--- config.mk ---
export PLATFORM = sky130hd
export DESIGN_NAME = mem_bus_arbiter
export DESIGN_NICKNAME = d
export VERILOG_FILES = /design/src/rtl/mem_bus_arbiter_pkg.sv /design/src/rtl/mem_bus_watchdog.sv /design/src/rtl/mem_bus_arbiter.sv
export SDC_FILE = /design/constraint.sdc
export NUM_CORES = 1
export LEC_CHECK = 0
export ABC_AREA = 1
export CORE_AREA = 2 2 106 129
export CTS_CLUSTER_DIAMETER = 150
export DETAILED_ROUTE_END_ITERATION = 8
export DIE_AREA = 0 0 108 131
export PLACE_DENSITY_LB_ADDON = 0.25
export SYNTH_ARGS = -nofsm -noshare
export SYNTH_HDL_FRONTEND = slang
export SYNTH_SLANG_ARGS = --single-unit
--- constraint.sdc ---
create_clock -name clk -period 2.13 [get_ports clk]
set_input_delay 0.639 -clock clk [delete_from_list [all_inputs] [get_ports clk]]
set_output_delay 0.639 -clock clk [all_outputs]
set_load 0.03 [all_outputs]
--- src/rtl/mem_bus_arbiter_pkg.sv ---
// Shared types and constants for the memory bus arbiter: FSM state encoding,
// grant-owner encoding, default bus widths and the watchdog counter sizing.
package mem_bus_arbiter_pkg;

  localparam int unsigned DEFAULT_AW = 32;
  localparam int unsigned DEFAULT_DW = 32;

  typedef enum logic [1:0] {
    ST_IDLE   = 2'd0,
    ST_BUS_IF = 2'd1,
    ST_BUS_EX = 2'd2
  } state_e;

  typedef enum logic {
    GNT_IF = 1'b0,
    GNT_EX = 1'b1
  } gnt_e;

  // Watchdog counter is never narrower than 8 bits.
  function automatic int unsigned cnt_width(input int unsigned limit);
    int unsigned w;
    w = $clog2(limit + 1);
    return (w < 8) ? 8 : w;
  endfunction

endpackage

--- src/rtl/mem_bus_watchdog.sv ---
// Bus watchdog: counts cycles while the bus request is up and flags expiry
// once the request has been outstanding for TIMEOUT_CYCLES cycles.
module mem_bus_watchdog
  import mem_bus_arbiter_pkg::*;
#(
  parameter int unsigned TIMEOUT_CYCLES = 255
) (
  input  logic clk,
  input  logic rst_n,
  input  logic clear,
  input  logic run,
  output logic expire
);

  localparam int unsigned CW = cnt_width(TIMEOUT_CYCLES);

  logic [CW-1:0] cnt_q, cnt_d;

  always_comb begin
    cnt_d = cnt_q;
    if (clear) begin
      cnt_d = '0;
    end else if (run) begin
      cnt_d = cnt_q + 1'b1;
    end
  end

  always_ff @(posedge clk or negedge rst_n) begin
    if (!rst_n) begin
      cnt_q <= '0;
    end else begin
      cnt_q <= cnt_d;
    end
  end

  // cnt_q is 0 in the first request cycle, so the last allowed cycle is LIMIT-1.
  assign expire = run & (cnt_q == CW'(TIMEOUT_CYCLES - 1));

endmodule

--- src/rtl/mem_bus_arbiter.sv ---
// Arbitrates the single memory bus between the fetch and data ports and raises
// pipeline stall requests. Optional watchdog enabled by defining BUS_TIMEOUT_EN.
module mem_bus_arbiter
  import mem_bus_arbiter_pkg::*;
#(
  parameter int unsigned AW             = DEFAULT_AW,
  parameter int unsigned DW             = DEFAULT_DW,
  parameter int unsigned TIMEOUT_CYCLES = 255
) (
  input  logic            clk,
  input  logic            rst_n,
  input  logic            if_req,
  input  logic [AW-1:0]   if_addr,
  output logic            if_ready,
  output logic [DW-1:0]   if_rdata,
  input  logic            ex_req,
  input  logic            ex_we,
  input  logic [AW-1:0]   ex_addr,
  input  logic [DW-1:0]   ex_wdata,
  input  logic [DW/8-1:0] ex_be,
  output logic            ex_ready,
  output logic [DW-1:0]   ex_rdata,
  input  logic            flush,
  output logic            mem_req,
  output logic            mem_we,
  output logic [AW-1:0]   mem_addr,
  output logic [DW-1:0]   mem_wdata,
  output logic [DW/8-1:0] mem_be,
  input  logic            mem_ack,
  input  logic [DW-1:0]   mem_rdata,
  output logic            loadorder_ask,
  output logic            execute_ask,
  output logic            bus_err
);

  state_e            state_q, state_d;
  gnt_e              last_grant_q, last_grant_d;
  logic              drop_q, drop_d;
  logic              mem_we_q, mem_we_d;
  logic [AW-1:0]     mem_addr_q, mem_addr_d;
  logic [DW-1:0]     mem_wdata_q, mem_wdata_d;
  logic [DW/8-1:0]   mem_be_q, mem_be_d;
  logic              if_ready_q, if_ready_d, ex_ready_q, ex_ready_d;
  logic [DW-1:0]     if_rdata_q, if_rdata_d, ex_rdata_q, ex_rdata_d;
  logic              bus_err_q, bus_err_d;
  logic              if_ok, ex_ok, grant_if, grant_ex, expire, done;

  // A port whose ready is pulsing this cycle is ignored to prevent a duplicate grant.
  assign if_ok    = if_req & ~if_ready_q & ~flush;
  assign ex_ok    = ex_req & ~ex_ready_q;
  assign grant_if = (state_q == ST_IDLE) & if_ok & (~ex_ok | (last_grant_q == GNT_EX));
  assign grant_ex = (state_q == ST_IDLE) & ex_ok & ~grant_if;

`ifdef BUS_TIMEOUT_EN
  logic wd_expire;

  mem_bus_watchdog #(
    .TIMEOUT_CYCLES(TIMEOUT_CYCLES)
  ) u_watchdog (
    .clk   (clk),
    .rst_n (rst_n),
    .clear (grant_if | grant_ex),
    .run   (mem_req),
    .expire(wd_expire)
  );

  // A real acknowledge on the expiry cycle takes precedence.
  assign expire = wd_expire & ~mem_ack;
`else
  logic unused_timeout;
  assign unused_timeout = ^TIMEOUT_CYCLES;
  assign expire         = 1'b0;
`endif

  assign done = mem_ack | expire;

  always_ff @(posedge clk or negedge rst_n) begin
    if (!rst_n) begin
      state_q <= ST_IDLE;
    end else begin
      state_q <= state_d;
    end
  end

  always_comb begin
    state_d = state_q;
    unique case (state_q)
      ST_IDLE: begin
        if (grant_if) begin
          state_d = ST_BUS_IF;
        end else if (grant_ex) begin
          state_d = ST_BUS_EX;
        end
      end
      ST_BUS_IF, ST_BUS_EX: begin
        if (done) state_d = ST_IDLE;
      end
      default: state_d = ST_IDLE;
    endcase
  end

  always_comb begin
    mem_req = 1'b0;
    unique case (state_q)
      ST_BUS_IF, ST_BUS_EX: mem_req = 1'b1;
      default:              mem_req = 1'b0;
    endcase
  end

  always_comb begin
    last_grant_d = last_grant_q;
    drop_d       = drop_q;
    mem_we_d     = mem_we_q;
    mem_addr_d   = mem_addr_q;
    mem_wdata_d  = mem_wdata_q;
    mem_be_d     = mem_be_q;
    if_rdata_d   = if_rdata_q;
    ex_rdata_d   = ex_rdata_q;
    if_ready_d   = 1'b0;
    ex_ready_d   = 1'b0;
    bus_err_d    = 1'b0;

    if (grant_if) begin
      last_grant_d = GNT_IF;
      drop_d       = 1'b0;
      mem_we_d     = 1'b0;
      mem_addr_d   = if_addr;
      mem_wdata_d  = '0;
      mem_be_d     = '1;
    end else if (grant_ex) begin
      last_grant_d = GNT_EX;
      mem_we_d     = ex_we;
      mem_addr_d   = ex_addr;
      mem_wdata_d  = ex_wdata;
      mem_be_d     = ex_be;
    end

    if (state_q == ST_BUS_IF) begin
      if (flush) drop_d = 1'b1;
      if (done) begin
        drop_d = 1'b0;
        if (!(drop_q || flush)) begin
          if_ready_d = 1'b1;
          if_rdata_d = mem_ack ? mem_rdata : '0;
        end
      end
    end

    if (state_q == ST_BUS_EX && done) begin
      ex_ready_d = 1'b1;
      if (!mem_ack) begin
        ex_rdata_d = '0;
      end else if (!mem_we_q) begin
        ex_rdata_d = mem_rdata;
      end
    end

    if (state_q != ST_IDLE) bus_err_d = expire;
  end

  always_ff @(posedge clk or negedge rst_n) begin
    if (!rst_n) begin
      last_grant_q <= GNT_EX;
      drop_q       <= 1'b0;
      mem_we_q     <= 1'b0;
      mem_addr_q   <= '0;
      mem_wdata_q  <= '0;
      mem_be_q     <= '0;
      if_ready_q   <= 1'b0;
      ex_ready_q   <= 1'b0;
      if_rdata_q   <= '0;
      ex_rdata_q   <= '0;
      bus_err_q    <= 1'b0;
    end else begin
      last_grant_q <= last_grant_d;
      drop_q       <= drop_d;
      mem_we_q     <= mem_we_d;
      mem_addr_q   <= mem_addr_d;
      mem_wdata_q  <= mem_wdata_d;
      mem_be_q     <= mem_be_d;
      if_ready_q   <= if_ready_d;
      ex_ready_q   <= ex_ready_d;
      if_rdata_q   <= if_rdata_d;
      ex_rdata_q   <= ex_rdata_d;
      bus_err_q    <= bus_err_d;
    end
  end

  assign mem_we        = mem_we_q;
  assign mem_addr      = mem_addr_q;
  assign mem_wdata     = mem_wdata_q;
  assign mem_be        = mem_be_q;
  assign if_ready      = if_ready_q;
  assign if_rdata      = if_rdata_q;
  assign ex_ready      = ex_ready_q;
  assign ex_rdata      = ex_rdata_q;
  assign bus_err       = bus_err_q;
  assign loadorder_ask = if_req & ~if_ready_q;
  assign execute_ask   = ex_req & ~ex_ready_q;

endmodule

; ---- Word level (Yosys, flattened, before mapping)
; Index checks and enable logic that the tools add are counted.
; Widths: inputs -> output; s select.
[classes]
muxes = 25
bitwise_logic = 14
eq_ne = 5
reduce_logical = 8
[op_table]
columns = operator, count
row1 = $mux 32, 6
row2 = $mux 1, 13
row3 = $mux 4, 2
row4 = $and 1x1->1, 7
row5 = $mux 2, 3
row6 = $not 1->1, 6
row7 = $ne 2x2->1 const B, 2
row8 = $pmux 2 s2, 1
row9 = $reduce_and 2->1, 2
row10 = $ne 3x3->1 const B, 1
row11 = $reduce_and 3->1, 1
row12 = $eq 2x1->1 const B, 1
row13 = $eq 2x2->1 const B, 1
row14 = $logic_not 2->1, 1
row15 = $reduce_bool 2->1, 1
row16 = $reduce_or 2->1, 1
row17 = $logic_and 1x1->1, 1
row18 = $logic_or 1x1->1, 1
row19 = $or 1x1->1, 1
[totals]
output_inout_bits = 139
ff_bits = 139
inputBits = 139
elab_cells = 63

; ---- Logic depth before layout (Yosys ltp)
; Gate-level depths: netlist (run 1).
[logic_depth]
ltp_word = 10
depth_mapped = 10
ltp_nobuf = 9

; ---- Worst setup path before layout (run 1)
; OpenSTA, ideal clock, no wires.
[synth_timing]
kind = in2reg
start = in ex_req
end = reg mem_addr_q[14], in the netlist mem_addr[14]
path_stages = 9
path_buffers = 1
setup_slack_ns = 0.471
required_time_ns = 2.062
setup_ns = 0.068
arrival_ns = 1.591
path_cell_list = inv_1 > nor2_4 > nand2_1 > nand2_4 > nand2_4 > inv_4 > buf_4 > nand2_1 > nand3_1
[synth_via]
elab_chain_len = 7
elab_cells_between_ends = 9
classes_between = mux (1) / bitwise (7) / reduce/logical (1)
[synth_rtl]
columns = element, line
row1 = start: declaration, mem_bus_arbiter.sv:16  ; input logic ex_req,
row2 = $and 1x1->1 *, n/a
row3 = net execute_ask, mem_bus_arbiter.sv:32  ; output logic execute_ask,
row4 = $not 1->1, mem_bus_arbiter.sv:51  ; assign grant_if = (state_q == ST_IDLE) & if_ok & (~ex_ok | (last_grant_q == GNT_EX));
row5 = $or 1x1->1, mem_bus_arbiter.sv:51
row6 = $and 1x1->1, mem_bus_arbiter.sv:51
row7 = $not 1->1, mem_bus_arbiter.sv:52  ; assign grant_ex = (state_q == ST_IDLE) & ex_ok & ~grant_if;
row8 = $and 1x1->1, mem_bus_arbiter.sv:52
row9 = $reduce_bool 2->1 (no line), n/a
row10 = end signal: assignment, mem_bus_arbiter.sv:178  ; mem_addr_q <= mem_addr_d;
row11 = end: declaration, mem_bus_arbiter.sv:40  ; logic [AW-1:0] mem_addr_q, mem_addr_d;
; The timed path passes the listed nets; every way through them passes the cells marked *.
; A chain may end at the register's enable or synchronous reset.

; ---- Final worst setup path (run 1)
[layout_timing]
start = reg mem_wdata_q[29], in the netlist mem_wdata[29]
end = out mem_wdata[29]
[layout_lines]
columns = element, line
row1 = start: declaration, mem_bus_arbiter.sv:41  ; logic [DW-1:0] mem_wdata_q, mem_wdata_d;
row2 = start signal: assignment, mem_bus_arbiter.sv:179  ; mem_wdata_q <= mem_wdata_d;
row3 = end: declaration, mem_bus_arbiter.sv:27  ; output logic [DW-1:0] mem_wdata,
; No word-level cell between the ends.

==> results.toml, run 1 <==
[worst_setup_path]
worst_ep_required_time_ns = 1.49
category_of_cells_accounting_for_the_largest_share_of_critical_path_delay = "buffers and inverters"
criticalPathCategory = "reg -> out"
timing.critical_path.fanout_max = 2
startpoint = "mem_wdata[29]$_DFFE_PN0P_"
worst-r2r-cell-count = 9
reg2reg_slack_ns = 0.40
critical_path.reg2reg.endpoint = "mem_addr[0]$_DFFE_PN0P_"
slowest_stage = "clkdlybuf4s50_1"
crit-reg2reg-launch = "state_q[0]$_DFFE_PN0P_"
arrival_worst_endpoint_ns = 1.46
timing.critical_path.buf_inv = 1
crit_chain = "clkdlybuf4s50_1"
critical_path.startpoint_type = "flip-flop"
setup.worst_path.end_class = "output pin"
cp_slowest_stage_delay_ns = 0.70

[global_routing]
grt_max_degree = 65
grt.total_usage = 0.241
number_of_global_route_vias_before_repair = 5160
globalRoute.totalOverflow = 0
grt_first_pass_wirelength_mm = 26.5
grt_antenna_before_repair = 1

[timing]
period_utilisation_layout = 0.984
layout_setup_ws_ns = 0.0349
maximum_clock_frequency_mhz = 477
timing.slew.headroom = 0.645
finalMaxSlewViolations = 0
setup-tns-final_ns = 0
finalSetupViolations = 0
worst-slew-pin-transition_ns = 0.532
finalHoldViolCount = 0
rsz0062_at_grt = "false"
worst_hold_slack_ns = 0.179
finalCriticalPeriod_ns = 2.10
finClkSkew_ns = 0.00684

[floorplanning]
die_h_um = 131
fp.dieW_um = 108
std_cell_rows = 46
core-area_mm2 = 0.0129
ioPinCount = 278
floorplan.initialDensity = 0.432
floorplan.die_area_mm2 = 0.0141

[clock_tree]
tritoncts.num_buffers = 17
cts.sink_count = 139
cts.reportedPaths.clkPinSlew_ns = 0.06
clk-insertion-delay-late_ns = 0.41
clock_tree.root_cell = "clkbuf_16"
cts_tree = "done"
holdBufCountCts = 0
cts_max_level = 4
clock_path_buffers = 2

[power_and_ir_drop]
power.density_mw_per_mm2 = 1640
report.power.total_mw = 15.4
power.ir.vdd_worst_v = 0.000907
power.static_leakage_nw = 4.73

[route]
drt-pass1-iter-count = 4
drt_drc_violations_left = 0
total_detailed_routing_wirelength_mm = 17.4
count_of_routing_violations_after_the_opening_detailed_route_iteration = 350
vias = 5300
detail_route.vias_per_cell = 4.92
antenna_violating_nets_post_route = 0
wl_per_cell_um = 16.1

[synthesis]
synthMuxAreaShare = 0
async_flop_share = 1.00
yosysMostFrequentCell = "nand2_1"
synth_compound_gate_area_share = 0.0603
postSynthCellCount = 616
synth.area.top_cells = "dfrtp_1, nand2_1, nand3_1, o21ai_0, inv_1"
post_synth_fa_ha_maj_area_fraction = 0.00670
avg_cell_area_syn_um2 = 9.09
synth_enable_flop_cells = 0
mappedNetlistNets = 758
synth_xor_area_frac = 0
yosys_warnings = 0
post_synth_and_or_nand_nor_area_fraction = 0.246
synth_largest_area_cell = "dfrtp_1"
netlist_top_cells_count = "nand2_1, dfrtp_1, nand3_1"
netlist-cell-type-count = 22
synthesis.area_mm2 = 0.00560
synth_top_area_frac = 0.617
synth_seq_cells = 139
synth_top_family_by_area = "simple AND/OR/NAND/NOR gates"
ys_dominant_reg_cell = "dfrtp_1"
synth-seq-area-share = 0.621

[cells_and_area]
antennaDiodeCount = 0
post_route_cells_drive_above_1_share = 0.0726
finalNetCount = 1040
area_taken_by_flip_flops_and_latches_mm2 = 0.00348
multi_input_area_mm2 = 0.00176
n_fill_cell = 928
final_util = 0.724
area.growth.synth_to_final_pct = 67.5

[placement]
routability_congestion_estimate = 0.819
dp_slack_ns = -0.0960
dpl.hpwl_mm = 12.7
io_buffers = 276

[hold_path]
min-delay-path-class = "in -> async"

[run]
number_of_maximum_capacitance_violations = 0

[run_status]
run_status = "complete, no violations"
routing by layer:
layer	vias to the layer above	GRT usage	share of wire
met2	226	0.404	0.50
li1	2530	-	-
met4	2	0.0995	0.024
met5	-	0	0.00081
met3	31	0.0893	0.094
met1	2511	0.281	0.38
cell families after synthesis:
| logic type | after synthesis |
|---|---|
| DFF | 139 |
| other | 1 |
| AOI/OAI and AO/OA | 67 |
| buffers and inverters | 81 |
| adders and majority gates | 3 |
| and+or+nand+nor | 325 |
report_power, final:
part	internal, mW	switching [mW]	total, mW
sequential	3.90	0.678	4.57
combinational	3.16	4.67	7.82
clock	1.89	1.08	2.98
total	8.95	6.43	15.4
area by class of cell:
class | count | area share
flip-flops and latches | 139 | 0.371
repair buffers | 299 | 0.337
multi-input cells | 396 | 0.187
clock buffers | 20 | 0.0487
well taps | 168 | 0.0224
inverters | 45 | 0.0183
clock inverters | 10 | 0.0153
layout by cell type, fill, tap and decap left out, types with 2 or more instances in the layout:
| cell | n |
|---|---|
| clkinvlp_4 | 3 |
| nand3_1 | 99 |
| nand2_4 | 2 |
| inv_2 | 2 |
| buf_12 | 13 |
| dlygate4sd2_1 | 5 |
| bufinv_16 | 3 |
| o21ai_1 | 9 |
| dlymetal6s2s_1 | 28 |
| clkbuf_16 | 17 |
| clkbuf_8 | 2 |
| ha_1 | 3 |
| inv_1 | 42 |
| clkinv_4 | 3 |
| buf_6 | 2 |
| buf_4 | 12 |
| nor2_1 | 12 |
| o21ai_0 | 56 |
| dfrtp_1 | 138 |
| nand2_1 | 208 |
| clkdlybuf4s50_1 | 239 |
metrics by stage:
step                cells  area (µm²)
finish               1077        9380
global route         1077        9380
CTS                  1077        9310
detailed placement   1046        8700
global placement     1046        8700
floorplan             616        5600
worst max-delay path by stage:
stage	to	slack, ns	cells past startpoint
floorplan	mem_addr[14]$_DFFE_PN0P_	0.47	9
global placement	mem_addr[20]$_DFFE_PN0P_	-0.05	9
detailed placement	mem_addr[0]$_DFFE_PN0P_	-0.1	9
CTS	mem_we	0.00006	1
global route	ex_rdata[24]	0.0002	1
finish	mem_wdata[29]	0.03	1
registers in the layout, indices dropped and copies added, names as in the netlist:
name          count
ex_ready          1
mem_we            1
state_q           2
mem_wdata        32
mem_be            4
drop_q            1
if_rdata         32
mem_addr         32
last_grant_q      1
if_ready          1
ex_rdata         32
what timing repair did:
| item | 4_1_cts | 5_1_grt |
|---|---|---|
| gates resized for setup | 6 | 28 |
| cloned | 0 | 0 |
| setup buffers | 1 | 0 |
| setup endpoints to repair | 6 | 28 |
| pin swaps | 1 | 0 |
(Power assumes the default switching activity.)
==> run 2, diff against run 1 <==
--- a/config.mk
+++ b/config.mk
@@ -6,11 +6,14 @@
 export NUM_CORES = 1
 export LEC_CHECK = 0
 export ABC_AREA = 1
+export CAP_MARGIN = 5
 export CORE_AREA = 2 2 106 129
 export CTS_CLUSTER_DIAMETER = 150
 export DETAILED_ROUTE_END_ITERATION = 8
 export DIE_AREA = 0 0 108 131
 export PLACE_DENSITY_LB_ADDON = 0.25
+export SLEW_MARGIN = 20
 export SYNTH_ARGS = -nofsm -noshare
 export SYNTH_HDL_FRONTEND = slang
 export SYNTH_SLANG_ARGS = --single-unit
+export TNS_END_PERCENT = 10
==> run 2 against run 1 <==
Fmax is 1.6% lower; worst setup slack got worse by 0.034 ns; cell count hardly changed; critical path depth up 3; first-iteration DRC count shrank 2.0%; die area is the same; via count is 0.28% lower; largest power group unchanged.
==> results.toml, run 2 (same netlist as run 1, synthesis figures left out) <==
[run_status]
run_status = "complete, no violations"

[placement]
place_area_mm2 = 0.00870
routability_congestion_estimate = 0.819
io_buffers = 276
dpl.hpwl_mm = 12.7

[worst_setup_path]
critical_path_depth = 4
critical_path.startpoint_type = "input pin"
worst_ep_required_time_ns = 1.49
category_of_cells_accounting_for_the_largest_share_of_critical_path_delay = "buffers and inverters"
slowest_stage = "clkdlybuf4s50_1"
worst-r2r-cell-count = 9
setup.worst_path.end_class = "output pin"
timing.critical_path.buf_inv = 3
crit_chain = "clkdlybuf4s50_1, inv_1, nor2_4, buf_6"
cp_slowest_stage_delay_ns = 0.50
arrival_worst_endpoint_ns = 1.49
criticalPathCategory = "in -> out"
timing.critical_path.fanout_max = 3

[route]
total_detailed_routing_wirelength_mm = 17.3
drt_drc_violations_left = 0
drt-pass1-iter-count = 4
detail_route.vias_per_cell = 4.91
count_of_routing_violations_after_the_opening_detailed_route_iteration = 343
wl_per_cell_um = 16.1
antenna_violating_nets_post_route = 0
vias = 5285

[timing]
finalHoldViolCount = 0
rsz0062_at_grt = "true"
period_utilisation_layout = 1.00
worst-slew-pin-transition_ns = 0.530
maximum_clock_frequency_mhz = 470
setup-tns-final_ns = 0
finalSetupViolations = 0
finalCriticalPeriod_ns = 2.13
finalMaxSlewViolations = 0
finClkSkew_ns = 0.00691
timing.slew.headroom = 0.647

[clock_tree]
cts.sink_count = 139
clock_path_buffers = 2
tritoncts.num_buffers = 17
holdBufCountCts = 0
clk-insertion-delay-late_ns = 0.41
cts_max_level = 4
cts.reportedPaths.clkPinSlew_ns = 0.06
cts_tree = "done"
clock_tree.root_cell = "clkbuf_16"

[floorplanning]
core-area_mm2 = 0.0129
fp.dieW_um = 108
ioPinCount = 278
floorplan.die_area_mm2 = 0.0141
floorplan.initialDensity = 0.432
std_cell_rows = 46
die_h_um = 131

[global_routing]
grt_max_degree = 65
globalRoute.totalOverflow = 0
grt_first_pass_wirelength_mm = 26.4
grt_antenna_before_repair = 1
grt.total_usage = 0.241
number_of_global_route_vias_before_repair = 5153

[cells_and_area]
area.growth.synth_to_final_pct = 67.3
area_taken_by_flip_flops_and_latches_mm2 = 0.00348
most-common-layout-cells = "clkdlybuf4s50_1, nand2_1, dfrtp_1"
finalNetCount = 1039
layout_commonest_cell = "clkdlybuf4s50_1"
finalInstanceArea_mm2 = 0.00937
n_fill_cell = 929
antennaDiodeCount = 0
post_route_cells_drive_above_1_share = 0.0716
multi_input_area_mm2 = 0.00176

[power_and_ir_drop]
power.static_leakage_nw = 4.72
p_int_mw = 8.94
power_switching_share = 0.418
seq_power_share = 0.298
power.combinational.fraction = 0.509
report.power.total_mw = 15.4
power.density_mw_per_mm2 = 1640
power.ir.vdd_worst_v = 0.000908
p_clk_frac = 0.194
net-switching-power_mw = 6.43

[hold_path]
min-delay-path-class = "in -> async"

[run]
number_of_maximum_capacitance_violations = 0
run 2: changes by cell type in the layout (fill, tap and decap cells not counted):
cell and delta:
buf_4 -1, clkdlybuf4s50_1 +1, dlymetal6s2s_1 -1
run 2: power groups by stage:
stage          Sequential (mW)  Clock (mW)  Combinational, mW
6_report                  4.57        2.98               7.82
2_1_floorplan             6.95           0               1.92
3_5_place_dp              4.61           0               7.91
3_3_place_gp              4.56           0               7.74
4_1_cts                   4.58        3.05               7.91
5_1_grt                   4.71        3.16               8.33
run 2: layout make-up:
type	instances	share of cell area
clock buffer	20	0.0488
inverter	45	0.0183
clock inverter	10	0.0154
multi-input combinational	396	0.188
timing repair buffer	298	0.336
tap	168	0.0224
sequential	139	0.371
run 2: what timing repair did:
action | CTS | global route
setup endpoints to repair | 6 | 28
pin swaps | 0 | 0
setup buffers | 0 | 0
resized for setup | 6 | 27
run 2: final timing paths:
check | start | slack (ns) | endpoint
worst min register to register | drop_q$_DFF_PN0_ | 0.46 | if_ready$_DFF_PN0_
worst max register to register | state_q[0]$_DFFE_PN0P_ | 0.41 | mem_addr[0]$_DFFE_PN0P_
max in group asynchronous | rst_n | 1.32 | last_grant_q$_DFFE_PN1P_
worst min-delay path | rst_n | 0.18 | ex_rdata[10]$_DFFE_PN0P_
worst max-delay path | ex_req | 0.0005 | execute_ask
min in group clk | drop_q$_DFF_PN0_ | 0.46 | if_ready$_DFF_PN0_
run 2: metal layers:
metal  global-route usage  part of all wire  vias up
met3               0.0893             0.093       32
met1                0.281              0.38     2502
li1                     -                 -     2530
met4               0.0995             0.025        2
met5                    0           0.00081        -
met2                0.404              0.50      219
run 2: stage by stage:
stage               hold WS (ns)  instances  utilization  setup WS [ns]
finish                     0.181       1076        0.723       0.000493
global route               0.208       1076        0.723        -0.0113
CTS                        0.195       1076        0.718       -0.00223
detailed placement         0.449       1046        0.672        -0.0960
global placement           0.445       1046        0.672        -0.0510
floorplan                  0.343        616            -          0.471
